### src/rtl/orient_trig_if.sv
`default_nettype none
// ============================================================================
//  Module   : orient_trig_if
//  Brief    : Request, LUT and result signals of the orientation trig arbiter.
//  Revision : 1.0 - initial release
// ============================================================================
interface orient_trig_if #(
    parameter int BW_OUT = 11,
    parameter int BW_IN  = 5
);
    logic              req0_valid;
    logic [6:0]        req0_bin;
    logic              req0_ready;
    logic              req1_valid;
    logic [6:0]        req1_bin;
    logic              req1_ready;
    logic [BW_IN-1:0]  lut_index;
    logic [BW_OUT-1:0] lut_sin;
    logic [BW_OUT-1:0] lut_cos;
    logic              out_valid;
    logic              out_ready;
    logic              out_id;
    logic [BW_OUT-1:0] out_sin;
    logic [BW_OUT-1:0] out_cos;
    logic              out_err;

    // Arbiter side: takes requests and LUT data, produces results.
    modport slave (
        input  req0_valid, req0_bin, req1_valid, req1_bin,
        input  lut_sin, lut_cos, out_ready,
        output req0_ready, req1_ready, lut_index,
        output out_valid, out_id, out_sin, out_cos, out_err
    );

    // Environment side: requesters, LUT and result consumer.
    modport master (
        output req0_valid, req0_bin, req1_valid, req1_bin,
        output lut_sin, lut_cos, out_ready,
        input  req0_ready, req1_ready, lut_index,
        input  out_valid, out_id, out_sin, out_cos, out_err
    );
endinterface
`default_nettype wire

### src/rtl/orient_trig_arbiter.sv
`default_nettype none
// ============================================================================
//  Module   : orient_trig_arbiter
//  Brief    : Round-robin sharing of a first-quadrant sin/cos LUT between two
//             requesters, with quadrant fold into signed full-circle results.
//  Revision : 1.0 - initial release
// ============================================================================
module orient_trig_arbiter #(
    parameter int BW_OUT = 11,
    parameter int BW_IN  = 5
) (
    input  wire logic     clk,
    input  wire logic     rst_n,
    orient_trig_if.slave  bus
);

    logic              last_grant_q, last_grant_d;
    logic              s1_valid_q,   s1_valid_d;
    logic              s1_id_q,      s1_id_d;
    logic              s1_err_q,     s1_err_d;
    logic [1:0]        s1_quad_q,    s1_quad_d;
    logic [BW_IN-1:0]  s1_idx_q,     s1_idx_d;
    logic              s2_valid_q,   s2_valid_d;
    logic              out_id_q,     out_id_d;
    logic              out_err_q,    out_err_d;
    logic [BW_OUT-1:0] out_sin_q,    out_sin_d;
    logic [BW_OUT-1:0] out_cos_q,    out_cos_d;

    logic              grant0, grant1, hs0, hs1, hs;
    logic              s2_load, s1_can_load;
    logic [6:0]        sel_bin;
    logic [6:0]        dec_rem;
    logic [1:0]        dec_quad;
    logic              dec_err;
    logic [BW_OUT-1:0] fold_sin, fold_cos;

    // last_grant_q = 1 means req1 was served last, so req0 wins a tie.
    assign grant0      = bus.req0_valid & (~bus.req1_valid |  last_grant_q);
    assign grant1      = bus.req1_valid & (~bus.req0_valid | ~last_grant_q);
    assign s2_load     = s1_valid_q & (~s2_valid_q | bus.out_ready);
    assign s1_can_load = ~s1_valid_q | s2_load;
    assign hs0         = bus.req0_valid & bus.req0_ready;
    assign hs1         = bus.req1_valid & bus.req1_ready;
    assign hs          = hs0 | hs1;
    assign sel_bin     = grant1 ? bus.req1_bin : bus.req0_bin;

    // Quadrant decode by compare/subtract; illegal bins report index 0.
    always_comb begin
        dec_err  = 1'b0;
        dec_quad = 2'd0;
        dec_rem  = 7'd0;
        if (sel_bin >= 7'd100) begin
            dec_err = 1'b1;
        end else if (sel_bin >= 7'd75) begin
            dec_quad = 2'd3;
            dec_rem  = sel_bin - 7'd75;
        end else if (sel_bin >= 7'd50) begin
            dec_quad = 2'd2;
            dec_rem  = sel_bin - 7'd50;
        end else if (sel_bin >= 7'd25) begin
            dec_quad = 2'd1;
            dec_rem  = sel_bin - 7'd25;
        end else begin
            dec_rem  = sel_bin;
        end
    end

    always_comb begin
        fold_sin = bus.lut_sin;
        fold_cos = bus.lut_cos;
        case (s1_quad_q)
            2'd1: begin fold_sin =  bus.lut_cos; fold_cos = -bus.lut_sin; end
            2'd2: begin fold_sin = -bus.lut_sin; fold_cos = -bus.lut_cos; end
            2'd3: begin fold_sin = -bus.lut_cos; fold_cos =  bus.lut_sin; end
            default: ;
        endcase
        if (s1_err_q) begin
            fold_sin = '0;
            fold_cos = '0;
        end
    end

    always_comb begin
        last_grant_d = hs ? hs1 : last_grant_q;
        s1_valid_d   = s1_valid_q;
        s1_id_d      = s1_id_q;
        s1_err_d     = s1_err_q;
        s1_quad_d    = s1_quad_q;
        s1_idx_d     = s1_idx_q;
        if (hs) begin
            s1_valid_d = 1'b1;
            s1_id_d    = hs1;
            s1_err_d   = dec_err;
            s1_quad_d  = dec_quad;
            s1_idx_d   = BW_IN'(dec_rem);
        end else if (s2_load) begin
            s1_valid_d = 1'b0;
        end

        s2_valid_d = s2_valid_q;
        out_id_d   = out_id_q;
        out_err_d  = out_err_q;
        out_sin_d  = out_sin_q;
        out_cos_d  = out_cos_q;
        if (s2_load) begin
            s2_valid_d = 1'b1;
            out_id_d   = s1_id_q;
            out_err_d  = s1_err_q;
            out_sin_d  = fold_sin;
            out_cos_d  = fold_cos;
        end else if (bus.out_ready) begin
            s2_valid_d = 1'b0;
        end
    end

    always_ff @(posedge clk or negedge rst_n) begin
        if (!rst_n) begin
            last_grant_q <= 1'b1;
            s1_valid_q   <= 1'b0;
            s1_id_q      <= 1'b0;
            s1_err_q     <= 1'b0;
            s1_quad_q    <= 2'd0;
            s1_idx_q     <= '0;
            s2_valid_q   <= 1'b0;
            out_id_q     <= 1'b0;
            out_err_q    <= 1'b0;
            out_sin_q    <= '0;
            out_cos_q    <= '0;
        end else begin
            last_grant_q <= last_grant_d;
            s1_valid_q   <= s1_valid_d;
            s1_id_q      <= s1_id_d;
            s1_err_q     <= s1_err_d;
            s1_quad_q    <= s1_quad_d;
            s1_idx_q     <= s1_idx_d;
            s2_valid_q   <= s2_valid_d;
            out_id_q     <= out_id_d;
            out_err_q    <= out_err_d;
            out_sin_q    <= out_sin_d;
            out_cos_q    <= out_cos_d;
        end
    end

    // Readies drop the instant reset asserts, not just at the next edge.
    assign bus.req0_ready = grant0 & s1_can_load & rst_n;
    assign bus.req1_ready = grant1 & s1_can_load & rst_n;
    assign bus.lut_index  = s1_idx_q;
    assign bus.out_valid  = s2_valid_q;
    assign bus.out_id     = out_id_q;
    assign bus.out_err    = out_err_q;
    assign bus.out_sin    = out_sin_q;
    assign bus.out_cos    = out_cos_q;

endmodule
`default_nettype wire

### src/flat_wrapper.sv
// flat-port wrapper written by rule: the top's interface ports become plain ports
module orient_trig_arbiter_flat 
#(
    parameter int BW_OUT = 11,
    parameter int BW_IN  = 5
)
  (clk, rst_n, bus_req0_valid, bus_req0_bin, bus_req1_valid, bus_req1_bin, bus_lut_sin, bus_lut_cos, bus_out_ready, bus_req0_ready, bus_req1_ready, bus_lut_index, bus_out_valid, bus_out_id, bus_out_sin, bus_out_cos, bus_out_err);
  orient_trig_if #(.BW_OUT(BW_OUT), .BW_IN(BW_IN)) bus_i ();
  input  wire logic clk;
  input  wire logic rst_n;
  input wire logic [$bits(bus_i.req0_valid)-1:0] bus_req0_valid;
  input wire logic [$bits(bus_i.req0_bin)-1:0] bus_req0_bin;
  input wire logic [$bits(bus_i.req1_valid)-1:0] bus_req1_valid;
  input wire logic [$bits(bus_i.req1_bin)-1:0] bus_req1_bin;
  input wire logic [$bits(bus_i.lut_sin)-1:0] bus_lut_sin;
  input wire logic [$bits(bus_i.lut_cos)-1:0] bus_lut_cos;
  input wire logic [$bits(bus_i.out_ready)-1:0] bus_out_ready;
  output wire logic [$bits(bus_i.req0_ready)-1:0] bus_req0_ready;
  output wire logic [$bits(bus_i.req1_ready)-1:0] bus_req1_ready;
  output wire logic [$bits(bus_i.lut_index)-1:0] bus_lut_index;
  output wire logic [$bits(bus_i.out_valid)-1:0] bus_out_valid;
  output wire logic [$bits(bus_i.out_id)-1:0] bus_out_id;
  output wire logic [$bits(bus_i.out_sin)-1:0] bus_out_sin;
  output wire logic [$bits(bus_i.out_cos)-1:0] bus_out_cos;
  output wire logic [$bits(bus_i.out_err)-1:0] bus_out_err;
  assign bus_i.req0_valid = bus_req0_valid;
  assign bus_i.req0_bin = bus_req0_bin;
  assign bus_i.req1_valid = bus_req1_valid;
  assign bus_i.req1_bin = bus_req1_bin;
  assign bus_i.lut_sin = bus_lut_sin;
  assign bus_i.lut_cos = bus_lut_cos;
  assign bus_i.out_ready = bus_out_ready;
  assign bus_req0_ready = bus_i.req0_ready;
  assign bus_req1_ready = bus_i.req1_ready;
  assign bus_lut_index = bus_i.lut_index;
  assign bus_out_valid = bus_i.out_valid;
  assign bus_out_id = bus_i.out_id;
  assign bus_out_sin = bus_i.out_sin;
  assign bus_out_cos = bus_i.out_cos;
  assign bus_out_err = bus_i.out_err;
  orient_trig_arbiter #(.BW_OUT(BW_OUT), .BW_IN(BW_IN)) u_core (.clk(clk), .rst_n(rst_n), .bus(bus_i));
endmodule
### config.mk
export PLATFORM = sky130hd
export DESIGN_NAME = orient_trig_arbiter_flat
export DESIGN_NICKNAME = d
export VERILOG_FILES = /design/src/rtl/orient_trig_if.sv /design/src/rtl/orient_trig_arbiter.sv /design/src/flat_wrapper.sv
export SDC_FILE = /design/constraint.sdc
export NUM_CORES = 1
export LEC_CHECK = 0
export ABC_AREA = 1
export BUFFER_PORTS_ARGS = -buffer_cell sky130_fd_sc_hd__buf_2
export CAP_MARGIN = 40
export CORE_MARGIN = 2
export CORE_UTILIZATION = 32
export DETAILED_ROUTE_END_ITERATION = 16
export MAX_ROUTING_LAYER = met4
export SLEW_MARGIN = 5
export SYNTH_ARGS = -nofsm -noshare
export SYNTH_HDL_FRONTEND = slang
export SYNTH_SLANG_ARGS = --single-unit
### constraint.sdc
create_clock -name clk -period 4.3 [get_ports clk]
set_clock_uncertainty 0.05 [all_clocks]
set_input_delay 0.645 -clock clk [delete_from_list [all_inputs] [get_ports clk]]
set_output_delay 0.645 -clock clk [all_outputs]
set_load 0.02 [all_outputs]
Word-level counts from Yosys, hierarchy flattened:

Index checks and enable logic that the tools add are counted.

* register bits after elaboration: 36
* logic and storage cells: 62
* bits of input ports: 41
* output and inout bits: 32

* add/sub/neg operators: 5
* reductions and logical operators: 2
* multiplexer cells: 18
* bitwise operators: 19
* eq/ne operators: 3
* $lt $le $gt $ge: 4

Operator list (number)
* 11-bit one-hot mux with 3 select lines: 2
* 11-bit 2-to-1 mux: 2
* 11-bit negation: 2
* 5-bit 2-to-1 mux: 4
* 7-bit greater-or-equal comparator (second input constant): 2
* 5-bit subtractor (second input constant): 2
* 1-bit bitwise AND: 9
* 7-bit by 5-bit greater-or-equal comparator with 1-bit output (second input constant): 1
* 7-bit by 6-bit greater-or-equal comparator with 1-bit output (second input constant): 1
* 7-bit 2-to-1 mux: 1
* 1-bit 2-to-1 mux: 6
* 2-bit 2-to-1 mux: 3
* 1-bit inverter: 5
* 1-bit OR: 5
* 5-bit by 4-bit subtractor with 5-bit output (second input constant): 1
* 2-bit equality test (second input constant): 2
* 2-bit nonzero test: 2
* 2-bit by 1-bit equality test with 1-bit output (second input constant): 1

Depth between registers and ports, before layout:

* depth in word-level cells: 9
* mapped depth: 16
* gate-level depth less buffers: 16

Least setup slack after synthesis:

Ideal clock, no wire load.

* kind: input-to-reg
* start point: in bus_req1_valid
* end point: reg u_core.s1_idx_q[3] (netlist: u_core.bus.lut_index[3])
* cell stages on the path: 10
* arrival time: 2.015 ns
* buffers on the path: 2
* path slack: 2.169 ns
* required time: 4.184 ns
* setup time: 0.066 ns
* cell sequence: buf_4 -> nand2_4 -> buf_12 -> nor2_1 -> nor2_2 -> a21oi_4 -> inv_1 -> a21oi_1 -> nand2_1 -> nand2_1

* elaborated cells between the ends (all ways): 23
* classes of those cells: 3 x add/sub; 4 x order compare; 5 x mux; 11 x bitwise

RTL lines
* from (decl): RTL line flat_wrapper.sv:13 `input wire logic [$bits(bus_i.req1_valid)-1:0] bus_req1_valid;`
* 1-bit bitwise AND: RTL line orient_trig_arbiter.sv:39 `assign grant1 = bus.req1_valid & (~bus.req0_valid | ~last_grant_q);`
* 1-bit bitwise AND (2 in a row): RTL line orient_trig_arbiter.sv:146 `assign bus.req1_ready = grant1 & s1_can_load & rst_n;`
* via bus_req1_ready: RTL line flat_wrapper.sv:19 `output wire logic [$bits(bus_i.req1_ready)-1:0] bus_req1_ready;`
* 1-bit bitwise AND: RTL line orient_trig_arbiter.sv:43 `assign hs1 = bus.req1_valid & bus.req1_ready;`
* 1-bit OR: RTL line orient_trig_arbiter.sv:44 `assign hs = hs0 | hs1;`
* to (signal assigned): RTL line orient_trig_arbiter.sv:135 `s1_idx_q <= s1_idx_d;`
* to (decl): RTL line orient_trig_arbiter.sv:22 `logic [BW_IN-1:0] s1_idx_q, s1_idx_d;`

The timed path passes the listed nets, and every way through them passes these cells.
A chain may end at the register's enable or synchronous reset.

Final worst setup path:

* start point: in rst_n
* end point: out bus_req1_ready

* word-level cells in the longest chain between the ends: 1

Ends and longest elaborated chain
* from (decl): RTL line flat_wrapper.sv:10 `input wire logic rst_n;`
* 1-bit bitwise AND: RTL line orient_trig_arbiter.sv:146
* to (decl): RTL line flat_wrapper.sv:19

No other way between the ends.

==> results_dict.tcl <==
set metrics [dict create \
    slew_headroom_pct 47.9 \
    ys_types 36 \
    ant_nets 0 \
    ys_ff_latch 36 \
    fillCellCount 922 \
    ir_drop_mv 0.146 \
    clock-sinks 36 \
    synth_mux_area_share_pct 0 \
    clkPwrFrac_pct 17.8 \
    violations "DRC" \
    port_buffers 72 \
    fin_cells 623 \
    reg2reg_setup_slack_ns 1.94 \
    finalSetupViolations 0 \
    grt_pass1_vias 3061 \
    syn_nets 488 \
    fin_tns_setup_ns 0 \
    worstSetupStartpointType "input port" \
    drtIter0Drc 192 \
    netSwitchingFraction_pct 46.3 \
    postSynthAreaPerCell_sq_um 6.64 \
    synth_cells 442 \
    drv_slew 0 \
    die_area_sq_um 9950 \
    rr_startpoint "u_core.s1_quad_q[0]$_DFFE_PN0P_" \
    drive_gt1_share_pct 22.7 \
    cts_hold_buffers 0 \
    finalCriticalPeriod_ns 2.54 \
    path_class "input port to output pin" \
    crit_arrival_ns 1.84 \
    hp-class "input port to async pin" \
    p_leak_nw 1.91 \
    clock_latency_ns 0.29 \
    required_ns 3.61 \
    detailed_place_hpwl_microns 6650 \
    io_pins 73 \
    wire_per_inst_microns 13.9 \
    regArea_sq_um 902 \
    synthXorXnorAreaFrac_pct 3.58 \
    nets 560 \
    yosysWarningCount 0 \
    die_x_microns 99.8 \
    path_max_fanout 37 \
    grt_max_degree 38 \
    rsz0062_at_grt "no" \
    clkTransAtPathRegs_ns 0.07 \
    vias 3207 \
    antenna_found_initial 0 \
    rows 34 \
    fmax_mhz 394 \
    tightestPinTransition_ns 0.779 \
    firstDrtPassIters 11 \
    grt_util_all_layers_pct 18.6 \
    p_int_w 0.000982 \
    grt_pass1_wl_microns 14600 \
    cts_setup_buffers 0 \
    h-tree-depth 2 \
    switchingPower_w 0.000847 \
    cp-end-kind "output pin" \
    die_h_microns 99.8 \
    cts_buffers 5 \
    n_antenna_cell 0 \
    fin_crit_sh_pct 59.0 \
    synth_adder_area_share_pct 2.13 \
    synth-simple-area-share_pct 38.2 \
    comb_power_share_pct 50.7 \
    synth_top_family_by_area "simple AND/OR/NAND/NOR gates" \
    placed_cells 615 \
    powerDensity_nw_per_um2 519 \
    cap_violations 0 \
    reg2reg_depth 7 \
    hold_viol 0 \
    syn_area_sq_um 2930 \
    yosysSeqAreaShare_pct 30.7 \
    area_delta_synth_final_pct 20.2 \
    totalWireLength_microns 8680 \
    initial_utilization_pct 33.3 \
    core_sq_um 8810 \
    reg2reg_to "u_core.bus.out_cos[1]$_DFFE_PN0P_" \
    cts_tree "built" \
    multi_input_area_sq_um 1780 \
    gp_congestion 0.911 \
    status "complete, but fails checks" \
    cts-resized-gates 0 \
    power_frac_seq_pct 31.5 \
    synth-compound-area-share_pct 16.8 \
    drc 1 \
    avgViaCountPerCell 5.15 \
    cts-root-buf "clkbuf_8" \
    clockBufferDepth 2 \
    gr-total-overflow 0 \
]
## cells in the mapped netlist
| library cell | instances | area, sq um |
|---|---|---|
| buf_4 | 1 | 7.51 |
| nand3b_1 | 5 | 37.5 |
| o221ai_1 | 5 | 43.8 |
| dfstp_2 | 1 | 26.3 |
| o22ai_1 | 7 | 43.8 |
| inv_2 | 3 | 11.3 |
| xor2_1 | 12 | 105 |
| clkinv_1 | 2 | 7.51 |
| inv_1 | 46 | 173 |
| clkbuf_1 | 7 | 26.3 |
| nand3_4 | 1 | 17.5 |
| a21oi_1 | 15 | 75.1 |
| nor3_1 | 2 | 10.0 |
| nand2_2 | 15 | 93.8 |
| a221oi_1 | 2 | 17.5 |
| nor2_2 | 4 | 25.0 |
| dfrtp_1 | 35 | 876 |
| o211ai_1 | 6 | 45.0 |
| nand4_1 | 3 | 18.8 |
| nor2_1 | 33 | 124 |
| o2111ai_1 | 1 | 8.76 |
| ha_1 | 5 | 62.6 |
| nand3_1 | 37 | 185 |
| buf_2 | 1 | 5.00 |
| a211oi_1 | 1 | 7.51 |
| nor2_4 | 1 | 11.3 |
| buf_12 | 1 | 20.0 |
| o21ai_2 | 1 | 8.76 |
| o31ai_1 | 2 | 15.0 |
| a31oi_1 | 1 | 6.26 |
| a21oi_4 | 2 | 32.5 |
| a32o_1 | 1 | 10.0 |
| nand2_1 | 141 | 529 |
| o21ai_1 | 1 | 5.00 |
| o21ai_0 | 35 | 175 |
| nand2_4 | 6 | 67.6 |
## metal layers
metal | part of all wire, % | track usage [%] | vias up
met4 | 1.7 | 5.06 | 0
met2 | 47 | 31.0 | 125
li1 | - | - | 1596
met3 | 7.2 | 2.88 | 13
met1 | 44 | 23.6 | 1473
met5 | 0 | - | -
## placed cells by master, fill, tap and decap left out, types with 12 or more instances in the layout
cell type	instances
a21oi_1	15
buf_2	72
dfrtp_1	35
inv_1	46
nand2_1	141
nand2_2	15
nand3_1	37
nor2_1	33
o21ai_0	35
xor2_1	12
## worst max path at each step
stage,cells after the start,end,start
floorplan,10,u_core.bus.lut_index[3]$_DFFE_PN0P_,bus_req1_valid
global placement,14,u_core.bus.out_sin[10]$_DFFE_PN0P_,bus_lut_sin[0]
detailed placement,5,bus_req1_ready,rst_n
CTS,5,bus_req1_ready,rst_n
global route,5,bus_req1_ready,rst_n
finish,5,bus_req1_ready,rst_n
## through the flow
stage	hold slack [ns]	power, W	area, sq um	worst slack, ns	util, %
floorplan	0.299	0.00120	2930	2.17	-
global placement	0.413	0.00150	3390	1.78	38.4
detailed placement	0.415	0.00151	3400	1.74	38.6
CTS	0.368	0.00185	3530	1.73	40.1
global route	0.389	0.00198	3530	1.55	40.1
finish	0.347	0.00183	3530	1.76	40.1
## state kept, by name (all words and copies together), names as in the netlist
signal and flops:
u_core.bus.out_sin 11, u_core.s1_err_q 1, u_core.s1_id_q 1, u_core.bus.lut_index 5
u_core.bus.out_id 1, u_core.s1_quad_q 2, u_core.last_grant_q 1, u_core.bus.out_err 1
u_core.bus.out_valid 1, u_core.bus.out_cos 11, u_core.s1_valid_q 1
## cells by family (layout without fill, tap and decap cells)
group,count (synthesis),count (layout)
AOI/OAI and AO/OA,80,80
xor gates and xnor gates,12,12
adders and majority gates,5,5
buffers and inverters,61,134
DFF,36,36
and+or+nand+nor,248,248
## worst max-delay path, stage by stage
cell,delay (ns)
buf_2,0.08
buf_4,0.40
nand2_1,0.22
nor2_1,0.26
buf_2,0.22
## power groups by stage
stage / Sequential [W] / Combinational, W / Clock, W
2_1_floorplan: 0.000711 / 0.000488 / 0
5_1_grt: 0.000596 / 0.00103 / 0.000351
3_5_place_dp: 0.000583 / 0.000927 / 0
3_3_place_gp: 0.000583 / 0.000915 / 0
6_report: 0.000577 / 0.000927 / 0.000325
4_1_cts: 0.000578 / 0.000930 / 0.000337
## area by class of cell
| class | count | area share [%] |
|---|---|---|
| inverter | 51 | 5.43 |
| tap | 108 | 3.83 |
| sequential | 36 | 25.6 |
| timing repair buffer | 75 | 11.1 |
| clock inverter | 1 | 0.851 |
| multi-input combinational | 345 | 50.5 |
| clock buffer | 7 | 2.73 |
Power figures use the tool's default switching activity.
